File: config.mk
export PLATFORM = sky130hd
export DESIGN_NAME = dmem_port_arbiter
export DESIGN_NICKNAME = d
export VERILOG_FILES = /design/src/rtl/dmem_port_arbiter.sv
export SDC_FILE = /design/constraint.sdc
export NUM_CORES = 1
export LEC_CHECK = 0
export BUFFER_PORTS_ARGS = -buffer_cell sky130_fd_sc_hd__buf_2
export CORE_MARGIN = 5
export CORE_UTILIZATION = 35
export CTS_BUF_LIST = sky130_fd_sc_hd__clkbuf_4
export CTS_CLUSTER_SIZE = 16
export DETAILED_ROUTE_END_ITERATION = 16
export PLACE_DENSITY = 0.86
export SKIP_CTS_REPAIR_TIMING = 1
export SLEW_MARGIN = 10
export SYNTH_ARGS = -nofsm -noshare
export SYNTH_HDL_FRONTEND = slang
export SYNTH_SLANG_ARGS = --single-unit
File: constraint.sdc
create_clock -name clk -period 2.1 [get_ports clk]
set_input_delay 0.105 -clock clk [delete_from_list [all_inputs] [get_ports clk]]
set_output_delay 0.105 -clock clk [all_outputs]
set_load 0.02 [all_outputs]
File: src/rtl/dmem_port_arbiter.sv
// Data-memory port arbiter: CPU-priority single grant per cycle with a starvation
// override for the debug master, plus a read-tag pipeline that steers returned words.
module dmem_port_arbiter #(
  parameter int READ_LAT     = 2,
  parameter int STARVE_LIMIT = 4
) (
  input  logic        clk,
  input  logic        rst_n,
  input  logic        cpu_req,
  input  logic        cpu_we,
  input  logic [14:0] cpu_addr,
  input  logic [15:0] cpu_wdata,
  output logic        cpu_gnt,
  output logic        cpu_rvalid,
  output logic [15:0] cpu_rdata,
  input  logic        dbg_req,
  input  logic        dbg_we,
  input  logic [14:0] dbg_addr,
  input  logic [15:0] dbg_wdata,
  output logic        dbg_gnt,
  output logic        dbg_rvalid,
  output logic [15:0] dbg_rdata,
  output logic [14:0] mem_raddr,
  input  logic [15:0] mem_rdata,
  output logic        mem_wen,
  output logic [14:0] mem_waddr,
  output logic [15:0] mem_wdata,
  output logic [7:0]  starve_cnt
);

  localparam logic [7:0] LIMIT = 8'(STARVE_LIMIT);
  // With the override disabled the counter still runs, saturating at its full range.
  localparam logic [7:0] SAT   = (STARVE_LIMIT == 0) ? 8'hFF : 8'(STARVE_LIMIT);

  logic [7:0]          r_starve_cnt;
  logic [READ_LAT-1:0] r_tag_valid;
  logic [READ_LAT-1:0] r_tag_owner;
  logic [READ_LAT-1:0] w_tag_valid_next;
  logic [READ_LAT-1:0] w_tag_owner_next;

  logic        w_force;
  logic        w_cpu_gnt;
  logic        w_dbg_gnt;
  logic        w_any_gnt;
  logic        w_we;
  logic        w_load;
  logic [14:0] w_addr;

  assign w_force   = (STARVE_LIMIT != 0) && (r_starve_cnt == LIMIT) && dbg_req;
  assign w_cpu_gnt = rst_n && cpu_req && !w_force;
  assign w_dbg_gnt = rst_n && dbg_req && (w_force || !cpu_req);
  assign w_any_gnt = w_cpu_gnt || w_dbg_gnt;

  assign w_we   = w_dbg_gnt ? dbg_we   : cpu_we;
  assign w_addr = w_dbg_gnt ? dbg_addr : cpu_addr;
  assign w_load = w_any_gnt && !w_we;

  assign cpu_gnt   = w_cpu_gnt;
  assign dbg_gnt   = w_dbg_gnt;
  assign mem_wen   = w_any_gnt && w_we;
  assign mem_waddr = mem_wen ? w_addr : 15'd0;
  assign mem_raddr = w_load  ? w_addr : 15'd0;
  assign mem_wdata = w_dbg_gnt ? dbg_wdata : cpu_wdata;

  always_ff @(posedge clk or negedge rst_n) begin
    if (!rst_n) begin
      r_starve_cnt <= 8'd0;
    end else if (!dbg_req || w_dbg_gnt) begin
      r_starve_cnt <= 8'd0;
    end else if (r_starve_cnt != SAT) begin
      r_starve_cnt <= r_starve_cnt + 8'd1;
    end
  end

  assign starve_cnt = r_starve_cnt;

  // Owner bit: 0 = CPU, 1 = debug. Stage 0 captures this cycle's granted load.
  assign w_tag_valid_next[0] = w_load;
  assign w_tag_owner_next[0] = w_dbg_gnt;

  genvar gi;
  generate
    for (gi = 1; gi < READ_LAT; gi++) begin : g_tag_shift
      assign w_tag_valid_next[gi] = r_tag_valid[gi-1];
      assign w_tag_owner_next[gi] = r_tag_owner[gi-1];
    end
  endgenerate

  always_ff @(posedge clk or negedge rst_n) begin
    if (!rst_n) begin
      r_tag_valid <= '0;
      r_tag_owner <= '0;
    end else begin
      r_tag_valid <= w_tag_valid_next;
      r_tag_owner <= w_tag_owner_next;
    end
  end

  assign cpu_rvalid = r_tag_valid[READ_LAT-1] && !r_tag_owner[READ_LAT-1];
  assign dbg_rvalid = r_tag_valid[READ_LAT-1] &&  r_tag_owner[READ_LAT-1];
  assign cpu_rdata  = mem_rdata;
  assign dbg_rdata  = mem_rdata;

endmodule

==> flow_summary.json <==
{
  "setup_violations": 29,
  "synthFlopType": "dfrtp_1",
  "detail_route.wl_per_cell_um": 16.93,
  "pwr-share-clk_pct": 16.8,
  "worstMarginPinSlew_ns": 0.5386,
  "synth.most_common_cell": "buf_4",
  "antenna_found_initial": 0,
  "htree_levels": 1,
  "cts.sink_count": 12,
  "yosysUniqueCellTypes": 32,
  "place_inst": 306,
  "syn_avg_cell_area_sq_um": 9.685,
  "drc_errors": 0,
  "grt_busiest_layer": "met2",
  "slew_violations": 0,
  "die_h_um": 75.28,
  "die-area_sq_um": 5667,
  "synth_top_area_share_pct": 20.13,
  "critical_path_arrival_ns": 2.07,
  "num_rows": 23,
  "ant_nets": 0,
  "cap_violations": 0,
  "cellInternalPower_mw": 0.5538,
  "synth.area.top_cells": "dfrtp_1, a22o_1, buf_4",
  "finalCritPeriodShare_pct": 103.7,
  "globalplace.congestion": 0.7991,
  "hpwl_mm": 3.865,
  "cts-buffers-inserted": 3,
  "violations": "setup timing",
  "ys_ff_latch": 12,
  "drt-vias-per-instance": 5.090,
  "syn_area_sq_um": 1491,
  "path_clk_slew_ns": 0.07,
  "grt_setup_unrepaired": "yes",
  "first_pass_iters": 5,
  "io-pin-count": 175,
  "p_sw_mw": 0.3379,
  "area_growth_pct": 60.23,
  "p_sw_share_pct": 37.89,
  "met1_usage_pct": 18.78,
  "finalNonFillerCells": 321,
  "cp_max_fo": 8,
  "clockRootBuffer": "clkbuf_4",
  "wl_mm": 5.433,
  "layout_min_cycle_time_ns": 2.178,
  "num_antenna_cells": 0,
  "ir_worst_vdd_mv": 0.1582,
  "grt_pass1_wl_mm": 6.996,
  "maxSlewHeadroom_pct": 63.98,
  "drive_gt1_share_pct": 66.79,
  "cp-start-kind": "register",
  "cts_tree": "done",
  "nets": 358,
  "p_total_mw": 0.8917,
  "syn_nets": 240,
  "grt_max_degree": 20,
  "fp.coreArea_sq_um": 4058,
  "grt_pass1_vias": 1568,
  "synth_common_cells": "buf_4, a22o_1, dfrtp_1, mux2_4, nand3_1",
  "yosysWarnings": 0,
  "synth.largest_area_cell": "dfrtp_1",
  "ys_async_sr_fraction_pct": 100.0,
  "power_leakage_nw": 1.297,
  "drt_iter0_markers": 89,
  "power_frac_comb_pct": 55.4,
  "finalSetupTns_ns": -0.8661,
  "initial_core_util_pct": 36.76,
  "outcome": "finished with violations",
  "power_density_nw_per_um2": 373.1,
  "finalHoldViolations": 0,
  "end_kind": "primary output",
  "fmaxAchievable_mhz": 459.1,
  "setup_ws_ns": -0.07833,
  "synth_edf_count": 0,
  "hold_ws_ns": 0.2100,
  "worstSetupPathType": "register to primary output",
  "netlist_instances": 154,
  "die_w_um": 75.28,
  "vias": 1634,
  "portBuffers": 126,
  "worstPathRequired_ns": 2.00,
  "overflow": 0,
  "synth_seq_area_share_pct": 20.13,
  "seqPwrFrac_pct": 27.8,
  "met3_usage_pct": 4.005,
  "clk_latency_ns": 0.28,
  "clock_skew_ns": 0.0009978,
  "use_met2_pct": 26.75,
  "hp-class": "input port to primary output",
  "grtUsageTotal_pct": 15.62,
  "ctsLongestPathBuffers": 2
}
power by group through the flow:
stage | sequential [mW] | combinational, mW | clock [mW]
2_1_floorplan | 0.267 | 0.308 | 0
3_3_place_gp | 0.252 | 0.403 | 0
3_5_place_dp | 0.253 | 0.410 | 0
4_1_cts | 0.248 | 0.413 | 0.150
5_1_grt | 0.250 | 0.525 | 0.156
6_report | 0.248 | 0.494 | 0.150
logic make-up after synthesis:
kind of cell               count (synthesis)  synth area share (%)
buffers and inverters                     43                 20.89
and+or+nand+nor                           35                 15.27
xor gates and xnor gates                   6                 3.524
adders and majority gates                  2                 1.678
DFF                                       12                 20.13
muxes                                     16                 14.35
AOI/OAI and AO/OA                         40                 24.16
state kept, by name (all words and copies together) (netlist names):
signal	count
starve_cnt	8
r_tag_valid	2
r_tag_owner	2
worst paths after layout:
| path | from | endpoint | slack (ns) | cells past startpoint |
|---|---|---|---|---|
| min | mem_rdata[13] | cpu_rdata[13] | 0.21 | 0 |
| min reg2reg | r_tag_valid[0] | r_tag_valid[1] | 0.35 | 0 |
| max in group asynchronous | rst_n | starve_cnt[6] | 1.16 | 3 |
| max reg2reg | starve_cnt[6] | r_tag_valid[0] | 0.37 | 6 |
| max | starve_cnt[6] | mem_waddr[5] | -0.08 | 7 |
| min in group asynchronous | rst_n | r_tag_owner[0] | 0.59 | 3 |
layout make-up:
class,instances,area [sq um]
Fill cell,339,1668
Timing Repair Buffer,149,1033
Multi-Input combinational cell,102,952.2
Sequential cell,12,300.3
Tap cell,50,62.56
Clock buffer,3,22.52
Inverter,4,15.01
Clock inverter,1,3.754
metal layers:
layer  part of all wire (%)  vias up
met5                      0        -
li1                       -      778
met2                     52       86
met4                    1.8        0
met1                     37      756
met3                    8.8       14
metrics by stage:
stage	setup WS, ns	cell area [sq um]	utilization, %
after floorplan	0.1044	1491	-
after global placement	-0.09470	2001	49.31
after detailed placement	-0.1565	2001	49.31
after CTS	-0.4648	2027	49.95
after global routing	-0.1300	2390	58.90
final	-0.07833	2390	58.90
cells in the final DEF, fill, tap and decap left out, types with 4 or more instances in the layout:
cell type / n
mux2_2: 5
a22o_1: 30
inv_1: 4
buf_6: 34
nor2_1: 5
nand2_1: 7
buf_4: 21
mux2_4: 11
nand3_1: 8
buf_2: 91
clkbuf_4: 4
dfrtp_1: 12
critical path: stages, from the launching register on:
cell	delay [ns]
dfrtp_1	0.42
nor4_4	0.27
buf_4	0.18
and3_4	0.22
buf_6	0.13
a21oi_2	0.13
a22o_1	0.28
buf_2	0.16
No activity file was read; power rests on OpenSTA's default activity.
